`src/rtl/riscv_pkg.sv`:
```
//==============================================================================
// riscv_pkg : RV32I opcode constants, format enum and field bundle type.
// Rev 1.0
//==============================================================================
`default_nettype none

package riscv_pkg;

  localparam logic [6:0] OP_R      = 7'h33;
  localparam logic [6:0] OP_IMM    = 7'h13;
  localparam logic [6:0] OP_LOAD   = 7'h03;
  localparam logic [6:0] OP_JALR   = 7'h67;
  localparam logic [6:0] OP_STORE  = 7'h23;
  localparam logic [6:0] OP_BRANCH = 7'h63;
  localparam logic [6:0] OP_LUI    = 7'h37;
  localparam logic [6:0] OP_AUIPC  = 7'h17;
  localparam logic [6:0] OP_JAL    = 7'h6F;

  localparam logic [2:0] F3_SLLI   = 3'b001;
  localparam logic [2:0] F3_SRXI   = 3'b101;

  typedef enum logic [2:0] {
    FMT_R       = 3'd0,
    FMT_I       = 3'd1,
    FMT_S       = 3'd2,
    FMT_B       = 3'd3,
    FMT_U       = 3'd4,
    FMT_J       = 3'd5,
    FMT_ILLEGAL = 3'd6
  } fmt_e;

  typedef struct packed {
    logic [6:0]  opcode;
    logic [4:0]  rd;
    logic [4:0]  rs1;
    logic [4:0]  rs2;
    logic [2:0]  funct3;
    logic [6:0]  funct7;
    logic [31:0] imm;
  } fields_t;

  function automatic fmt_e opcode_fmt(input logic [6:0] op);
    fmt_e f;
    case (op)
      OP_R:                       f = FMT_R;
      OP_IMM, OP_LOAD, OP_JALR:   f = FMT_I;
      OP_STORE:                   f = FMT_S;
      OP_BRANCH:                  f = FMT_B;
      OP_LUI, OP_AUIPC:           f = FMT_U;
      OP_JAL:                     f = FMT_J;
      default:                    f = FMT_ILLEGAL;
    endcase
    return f;
  endfunction

  function automatic logic is_shift_imm(input logic [6:0] op, input logic [2:0] f3);
    return (op == OP_IMM) && ((f3 == F3_SLLI) || (f3 == F3_SRXI));
  endfunction

endpackage

`default_nettype wire

```
`src/rtl/inst_encoder_if.sv`:
```
//==============================================================================
// inst_encoder_if : field-bundle handshake and instruction-memory write port.
// Rev 1.0
//==============================================================================
`default_nettype none

interface inst_encoder_if;

  logic        in_valid;
  logic        in_ready;
  logic [6:0]  in_opcode;
  logic [4:0]  in_rd;
  logic [4:0]  in_rs1;
  logic [4:0]  in_rs2;
  logic [2:0]  in_funct3;
  logic [6:0]  in_funct7;
  logic [31:0] in_imm;

  logic        mem_we;
  logic [31:0] mem_addr;
  logic [31:0] mem_wdata;

  // Program-load source side: drives fields, observes ready and the memory port.
  modport master (
    output in_valid, in_opcode, in_rd, in_rs1, in_rs2, in_funct3, in_funct7, in_imm,
    input  in_ready, mem_we, mem_addr, mem_wdata
  );

  // Encoder side.
  modport slave (
    input  in_valid, in_opcode, in_rd, in_rs1, in_rs2, in_funct3, in_funct7, in_imm,
    output in_ready, mem_we, mem_addr, mem_wdata
  );

endinterface

`default_nettype wire

```
`src/rtl/inst_pack.sv`:
```
//==============================================================================
// inst_pack : combinational RV32I format select, bit packing, immediate check.
// Optional macro IMM_RANGE_CHECK_EN rejects unrepresentable immediates.
// Rev 1.0
//==============================================================================
`default_nettype none

module inst_pack
  import riscv_pkg::*;
(
  input  fields_t     fields_i,
  output logic [31:0] word_o,
  output logic        reject_o
);

  fmt_e        w_fmt;
  logic        w_shift;
  logic        w_imm_ok;
  logic [31:0] w_imm;

  assign w_fmt   = opcode_fmt(fields_i.opcode);
  assign w_shift = is_shift_imm(fields_i.opcode, fields_i.funct3);
  assign w_imm   = fields_i.imm;

  always_comb begin
    word_o = '0;
    case (w_fmt)
      FMT_R: word_o = {fields_i.funct7, fields_i.rs2, fields_i.rs1,
                       fields_i.funct3, fields_i.rd, fields_i.opcode};
      FMT_I: begin
        if (w_shift) begin
          word_o = {fields_i.funct7, w_imm[4:0], fields_i.rs1,
                    fields_i.funct3, fields_i.rd, fields_i.opcode};
        end else begin
          word_o = {w_imm[11:0], fields_i.rs1,
                    fields_i.funct3, fields_i.rd, fields_i.opcode};
        end
      end
      FMT_S: word_o = {w_imm[11:5], fields_i.rs2, fields_i.rs1,
                       fields_i.funct3, w_imm[4:0], fields_i.opcode};
      FMT_B: word_o = {w_imm[12], w_imm[10:5], fields_i.rs2, fields_i.rs1,
                       fields_i.funct3, w_imm[4:1], w_imm[11], fields_i.opcode};
      FMT_U: word_o = {w_imm[31:12], fields_i.rd, fields_i.opcode};
      FMT_J: word_o = {w_imm[20], w_imm[10:1], w_imm[11], w_imm[19:12],
                       fields_i.rd, fields_i.opcode};
      default: word_o = '0;
    endcase
  end

`ifdef IMM_RANGE_CHECK_EN
  // A signed field fits when every bit above its sign bit copies the sign bit.
  always_comb begin
    w_imm_ok = 1'b1;
    case (w_fmt)
      FMT_I: begin
        if (w_shift) begin
          w_imm_ok = (w_imm[31:5] == 27'd0);
        end else begin
          w_imm_ok = (&w_imm[31:11]) || !(|w_imm[31:11]);
        end
      end
      FMT_S:   w_imm_ok = (&w_imm[31:11]) || !(|w_imm[31:11]);
      FMT_B:   w_imm_ok = ((&w_imm[31:12]) || !(|w_imm[31:12])) && !w_imm[0];
      FMT_J:   w_imm_ok = ((&w_imm[31:20]) || !(|w_imm[31:20])) && !w_imm[0];
      FMT_U:   w_imm_ok = (w_imm[11:0] == 12'd0);
      default: w_imm_ok = 1'b1;
    endcase
  end
`else
  assign w_imm_ok = 1'b1;
`endif

  assign reject_o = (w_fmt == FMT_ILLEGAL) || !w_imm_ok;

endmodule

`default_nettype wire

```
`src/rtl/inst_encoder.sv`:
```
//==============================================================================
// inst_encoder : streams encoded RV32I words into instruction memory at an
// auto-incrementing, non-wrapping address. Honours macro IMM_RANGE_CHECK_EN.
// Rev 1.0
//==============================================================================
`default_nettype none

module inst_encoder
  import riscv_pkg::*;
#(
  parameter int          ADDR_W    = 10,
  parameter logic [31:0] BASE_ADDR = 32'h0000_0000
) (
  input  logic                clk,
  input  logic                rst_n,
  input  logic                start,
  inst_encoder_if.slave       bus,
  output logic [ADDR_W:0]     word_count,
  output logic                full,
  output logic                err
);

  localparam logic [ADDR_W:0] CAPACITY = {1'b1, {ADDR_W{1'b0}}};

  fields_t         w_fields;
  logic [31:0]     w_word;
  logic            w_reject;
  logic            w_accept;

  logic            mem_we_q,    mem_we_d;
  logic [31:0]     mem_addr_q,  mem_addr_d;
  logic [31:0]     mem_wdata_q, mem_wdata_d;
  logic [ADDR_W:0] count_q,     count_d;
  logic            err_q,       err_d;
  logic            full_w;

  assign w_fields = '{opcode: bus.in_opcode, rd: bus.in_rd, rs1: bus.in_rs1,
                      rs2: bus.in_rs2, funct3: bus.in_funct3,
                      funct7: bus.in_funct7, imm: bus.in_imm};

  inst_pack u_pack (
    .fields_i (w_fields),
    .word_o   (w_word),
    .reject_o (w_reject)
  );

  assign full_w       = (count_q == CAPACITY);
  assign bus.in_ready = !full_w && !start;
  assign w_accept     = bus.in_valid && bus.in_ready;

  // start wins over acceptance; in_ready already masks it, so the bundle stays.
  always_comb begin
    mem_we_d    = 1'b0;
    mem_addr_d  = mem_addr_q;
    mem_wdata_d = mem_wdata_q;
    count_d     = count_q;
    err_d       = err_q;
    if (start) begin
      count_d = '0;
      err_d   = 1'b0;
    end else if (w_accept) begin
      if (w_reject) begin
        err_d = 1'b1;
      end else begin
        mem_we_d    = 1'b1;
        mem_addr_d  = BASE_ADDR + (32'(count_q) << 2);
        mem_wdata_d = w_word;
        count_d     = count_q + 1'b1;
      end
    end
  end

  always_ff @(posedge clk or negedge rst_n) begin
    if (!rst_n) begin
      mem_we_q    <= 1'b0;
      mem_addr_q  <= BASE_ADDR;
      mem_wdata_q <= '0;
      count_q     <= '0;
      err_q       <= 1'b0;
    end else begin
      mem_we_q    <= mem_we_d;
      mem_addr_q  <= mem_addr_d;
      mem_wdata_q <= mem_wdata_d;
      count_q     <= count_d;
      err_q       <= err_d;
    end
  end

  assign bus.mem_we    = mem_we_q;
  assign bus.mem_addr  = mem_addr_q;
  assign bus.mem_wdata = mem_wdata_q;
  assign word_count    = count_q;
  assign full          = full_w;
  assign err           = err_q;

endmodule

`default_nettype wire

```
`src/flat_wrapper.sv`:
```
// flat-port wrapper written by rule: the top's interface ports become plain ports
module inst_encoder_flat import riscv_pkg::*;
#(
  parameter int          ADDR_W    = 10,
  parameter logic [31:0] BASE_ADDR = 32'h0000_0000
)
  (clk, rst_n, start, word_count, full, err, bus_in_valid, bus_in_opcode, bus_in_rd, bus_in_rs1, bus_in_rs2, bus_in_funct3, bus_in_funct7, bus_in_imm, bus_in_ready, bus_mem_we, bus_mem_addr, bus_mem_wdata);
  inst_encoder_if bus_i ();
  input  logic clk;
  input  logic rst_n;
  input  logic start;
  output logic [ADDR_W:0] word_count;
  output logic full;
  output logic err;
  input wire logic [$bits(bus_i.in_valid)-1:0] bus_in_valid;
  input wire logic [$bits(bus_i.in_opcode)-1:0] bus_in_opcode;
  input wire logic [$bits(bus_i.in_rd)-1:0] bus_in_rd;
  input wire logic [$bits(bus_i.in_rs1)-1:0] bus_in_rs1;
  input wire logic [$bits(bus_i.in_rs2)-1:0] bus_in_rs2;
  input wire logic [$bits(bus_i.in_funct3)-1:0] bus_in_funct3;
  input wire logic [$bits(bus_i.in_funct7)-1:0] bus_in_funct7;
  input wire logic [$bits(bus_i.in_imm)-1:0] bus_in_imm;
  output wire logic [$bits(bus_i.in_ready)-1:0] bus_in_ready;
  output wire logic [$bits(bus_i.mem_we)-1:0] bus_mem_we;
  output wire logic [$bits(bus_i.mem_addr)-1:0] bus_mem_addr;
  output wire logic [$bits(bus_i.mem_wdata)-1:0] bus_mem_wdata;
  assign bus_i.in_valid = bus_in_valid;
  assign bus_i.in_opcode = bus_in_opcode;
  assign bus_i.in_rd = bus_in_rd;
  assign bus_i.in_rs1 = bus_in_rs1;
  assign bus_i.in_rs2 = bus_in_rs2;
  assign bus_i.in_funct3 = bus_in_funct3;
  assign bus_i.in_funct7 = bus_in_funct7;
  assign bus_i.in_imm = bus_in_imm;
  assign bus_in_ready = bus_i.in_ready;
  assign bus_mem_we = bus_i.mem_we;
  assign bus_mem_addr = bus_i.mem_addr;
  assign bus_mem_wdata = bus_i.mem_wdata;
  inst_encoder #(.ADDR_W(ADDR_W), .BASE_ADDR(BASE_ADDR)) u_core (.clk(clk), .rst_n(rst_n), .start(start), .bus(bus_i), .word_count(word_count), .full(full), .err(err));
endmodule
```
`config.mk`:
```
export PLATFORM = sky130hd
export DESIGN_NAME = inst_encoder_flat
export DESIGN_NICKNAME = d
export VERILOG_FILES = /design/src/rtl/riscv_pkg.sv /design/src/rtl/inst_encoder_if.sv /design/src/rtl/inst_pack.sv /design/src/rtl/inst_encoder.sv /design/src/flat_wrapper.sv
export SDC_FILE = /design/constraint.sdc
export NUM_CORES = 1
export LEC_CHECK = 0
export CORE_MARGIN = 2
export CORE_UTILIZATION = 30
export CTS_CLUSTER_DIAMETER = 50
export DETAILED_ROUTE_END_ITERATION = 8
export GPL_TIMING_DRIVEN = 0
export PLACE_DENSITY_LB_ADDON = 0.15
export SYNTH_ARGS = -nofsm -noshare
export SYNTH_HDL_FRONTEND = slang
export SYNTH_SLANG_ARGS = --single-unit
```
`constraint.sdc`:
```
create_clock -name clk -period 2.9 [get_ports clk]
set_input_delay 0.29 -clock clk [delete_from_list [all_inputs] [get_ports clk]]
set_output_delay 0.29 -clock clk [all_outputs]
set_load 0.01 [all_outputs]
```
==> summary.txt <==
Worst setup path
  • Worst r2r dst: u_core.bus.mem_wdata[18]$_DFFE_PN0P_
  • Critical path class: in -> reg
  • Critical Path Start Type: input port
  • Crit. path cell count: 11
  • Crit path DAT: 2980 ps
  • Setup slack, reg-to-reg: 580 ps
  • CP startpoint: bus_in_opcode[6]
  • Largest stage delay, worst path: ~520 ps
  • CP delay by family, top: compound AO/OA/AOI/OAI gates
  • Crit path to: u_core.bus.mem_wdata[28]$_DFFE_PN0P_
  • Critical-path top delay cell: clkdlybuf4s50_1
  • Reg2Reg Depth: 7
  • R2r startpoint: u_core.word_count[3]$_DFFE_PN0P_
  • Cell Chain, Critical Path: clkdlybuf4s50_1 > and4b_1 > o211a_1 > inv_2 > ha_2 > o21ai_0 > o2bb2ai_2 > a211oi_2 > a221o_2 > a222oi_1 > o21ai_1
  • Setup crit end kind: register
  • CP Buf/Inv Count: 2
  • WP data required: 3110 ps
  • CP Max Fanout: 8

Clock network
  • Root Driver: clkbuf_8
  • H-tree level count: 2
  • Clock Latency Late Sink: 310 ps
  • CTS Sinks: 56
  • Total clock buffers created by CTS: 5
  • CTS tree: built
  • CTS Hold Bufs: 0
  • Clock transition at path regs: 110 ps
  • CTS Buffer Depth: 2

Yosys
  • Register area share after synthesis: 46.8%
  • Share of the synthesized area in the top cell type: 46.8%
  • Synth Area per Inst: 9.73 um^2
  • Yosys reg bits: between 50 and 60
  • Cells taking the most area after synthesis: dfrtp_1 (47%), nand2_1 (7.4%), buf_4 (6.0%)
  • Post-synth ARST share: 100%
  • Mapped Area: 0.00300 mm^2
  • Yosys cell types: 54
  • Synth warn: 0
  • Yosys top cell by area: dfrtp_1
  • Main flop type after synthesis: dfrtp_1
  • Number of enable flip-flop cells after synthesis: 0
  • Synth Instances: 308

Place
  • Setup WS pre-CTS: -376 ps
  • Placed cell area: 0.00449 mm^2
  • RD Place Congestion: 0.818
  • Dpl hpwl: 6910 um
  • Number of port buffers: 124

Global route
  • Total track usage: 16.5%
  • First-pass GRT wire length: 14,500 um
  • Vias in the first global route: 2,740
  • Initial antenna violation count: 0
  • Largest net degree at the start of global routing: 31
  • Total gr overflow: 0

Timing
  • Layout Skew: 9.31 ps
  • Final Max Slew Viols: 0
  • Fmax: about 360 MHz
  • Finish-stage setup viols: 0
  • Part of the cycle the worst path needs: 95.6%
  • Setup TNS: 0 ps
  • Worst Slack Setup Final: 128 ps
  • Slew margin rel.: roughly half
  • Measured slew at the worst slew-check pin: 723 ps
  • Final Hold Fails: 0
  • Min cycle time layout: 2770 ps

Layout
  • Area Overhead vs Synth: 53.9%
  • Final instance area: 0.00461 mm^2
  • Multi-input logic area: about 0.0014 mm^2
  • Nets: 532
  • N_diodes: 0
  • FF+latch area: 0.00140 mm^2
  • Share of layout cells above drive strength 1: 14.1%
  • Filler instances: 950

Die
  • Die H: approximately 100 um
  • Top Ports: about 150
  • Core Box Area: 0.00973 mm^2
  • Starting Density: 30.8%
  • Die area: 0.0108 mm^2
  • FP Rows: 36
  • Die extent in x: 104 um

Drt
  • Routed length on met3: 485 um
  • Iter 0 DRT Violations: between 100 and 150
  • Met1 WL: 4150 um
  • Drt first pass iters: 7
  • Metal2 WL: 4250 um
  • Final wirelength: 9000 um
  • Vias: 2,845
  • Uppermost layer routed: met4
  • DR WL/cell: 15.1 um
  • Vias per cell: between 4 and 5
  • # DRC: 0
  • Routed Antenna Nets: 0

Status
  • Status: complete, no violations

Hold path
  • Hold Crit Class: in -> async

Job
  • Max_cap viols: 0

Pwr
  • Max IR drop VDD: roughly 0.18 mV
  • Leakage power total: 1.95 nW
  • Power Density: 364 mW/mm^2
[cell usage after synthesis, drive strengths merged, types with 2 or more instances]
master / count
a31oi: 3
nor4: 5
ha: 3
a22o: 7
dfrtp: 56
a222oi: 10
a211oi: 2
nor3: 3
clkbuf: 3
and4b: 2
o21ai: 31
nor2b: 2
a32o: 2
nor2: 17
a21oi: 5
or3: 2
inv: 8
nand4: 5
xor2: 4
a32oi: 3
nand2: 59
xnor2: 4
nand3: 4
and2: 3
a41oi: 2
nand2b: 3
buf: 31
a22oi: 12
[how the worst min path moves through the flow]
stage,start,end,slack [ps],cells after the start
after floorplan,rst_n,u_core.bus.mem_addr[10]$_DFFE_PN0P_,-6,0
after global placement,u_core.bus.mem_addr[7]$_DFFE_PN0P_,u_core.bus.mem_addr[7]$_DFFE_PN0P_,460,2
after detailed placement,rst_n,u_core.bus.mem_addr[6]$_DFFE_PN0P_,390,1
after CTS,rst_n,u_core.bus.mem_addr[6]$_DFFE_PN0P_,40,1
after global routing,rst_n,u_core.bus.mem_addr[6]$_DFFE_PN0P_,80,1
final,rst_n,u_core.bus.mem_wdata[0]$_DFFE_PN0P_,20,1
[metal layers]
layer | track usage, % | vias to the layer above
met3 | 2.88 | 8
met5 | 0 | -
met2 | 27.5 | 102
met1 | 22.3 | 1345
met4 | 4.15 | 0
li1 | - | 1390
[power by group]
group	total, mW	internal [mW]	switching (mW)
sequential	0.848	0.823	0.0250
clock	0.455	0.173	0.282
combinational	0.372	0.222	0.150
[kinds of logic (layout without fill, tap and decap cells)]
kind of cell / after synthesis / count (layout) / share of synthesized area [%]
AOI/OAI and AO/OA: 84 / 84 / 21.3
DFF: 56 / 56 / 46.8
and+or+nand+nor: 113 / 113 / 18.4
muxes: 1 / 1 / 0.334
xor gates and xnor gates: 8 / 8 / 2.34
adders and majority gates: 3 / 3 / 1.25
other: 1 / 21 / 0.125
buffers and inverters: 42 / 176 / 9.40
[flip-flops by register name (all words and copies together), names as in the netlist]
| name | flops |
|---|---|
| u_core.err | 1 |
| u_core.bus.mem_we | 1 |
| u_core.word_count | 11 |
| u_core.bus.mem_addr | 11 |
| u_core.bus.mem_wdata | 32 |
[stage by stage]
step | power, mW | hold WS, ps | util (%) | instances
floorplan | 1.00 | -5.59 | - | 328
global placement | 1.23 | 458 | 46.0 | 585
detailed placement | 1.23 | 393 | 46.2 | 586
CTS | 1.69 | 38.9 | 47.1 | 594
global route | 1.76 | 78.3 | 47.4 | 595
finish | 1.68 | 18.3 | 47.4 | 595
[worst reg2reg max path, delay by kind of cell (launching register included)]
kind,cells,cell delay (ps)
and+or+nand+nor,4,1030
DFF,1,470
buffers and inverters,1,430
AOI/OAI and AO/OA,2,330
[timing repair]
action	4_1_cts	5_1_grt
pin swaps	0	2
setup buffers	0	1
gates cloned	0	0
gates resized for setup	2	6
endpoints found under the setup margin	2	13
[cell type report]
type	count	area share, %
multi-input cells	230	30.5
flip-flops and latches	56	30.4
repair buffers	126	27.4
plain buffers	34	5.48
well taps	133	3.61
clock buffers	6	1.57
inverters	8	0.651
clock inverters	2	0.353
[placed cells by master, fill, tap and decap left out, types with 4 or more instances in the layout]
cell type        netlist  final
dfrtp_1               56     56
a222oi_1              10     10
buf_2                  3      4
inv_1                  6      6
a21oi_1                5      4
o21ai_1               16     16
buf_4                 24     25
clkbuf_8               0      5
o21ai_2                9      9
xnor2_1                4      4
o21ai_0                6      6
nor2_1                16     16
nand2_1               59     59
xor2_1                 4      4
nor4_1                 5      5
a22oi_1               12     12
clkdlybuf4s50_1        0    122
buf_6                  4      4
nand4_1                5      5
conb_1                 1     21
nand3_1                4      4
a22o_1                 7      7
Note: power is estimated with default switching activity, not from simulation.
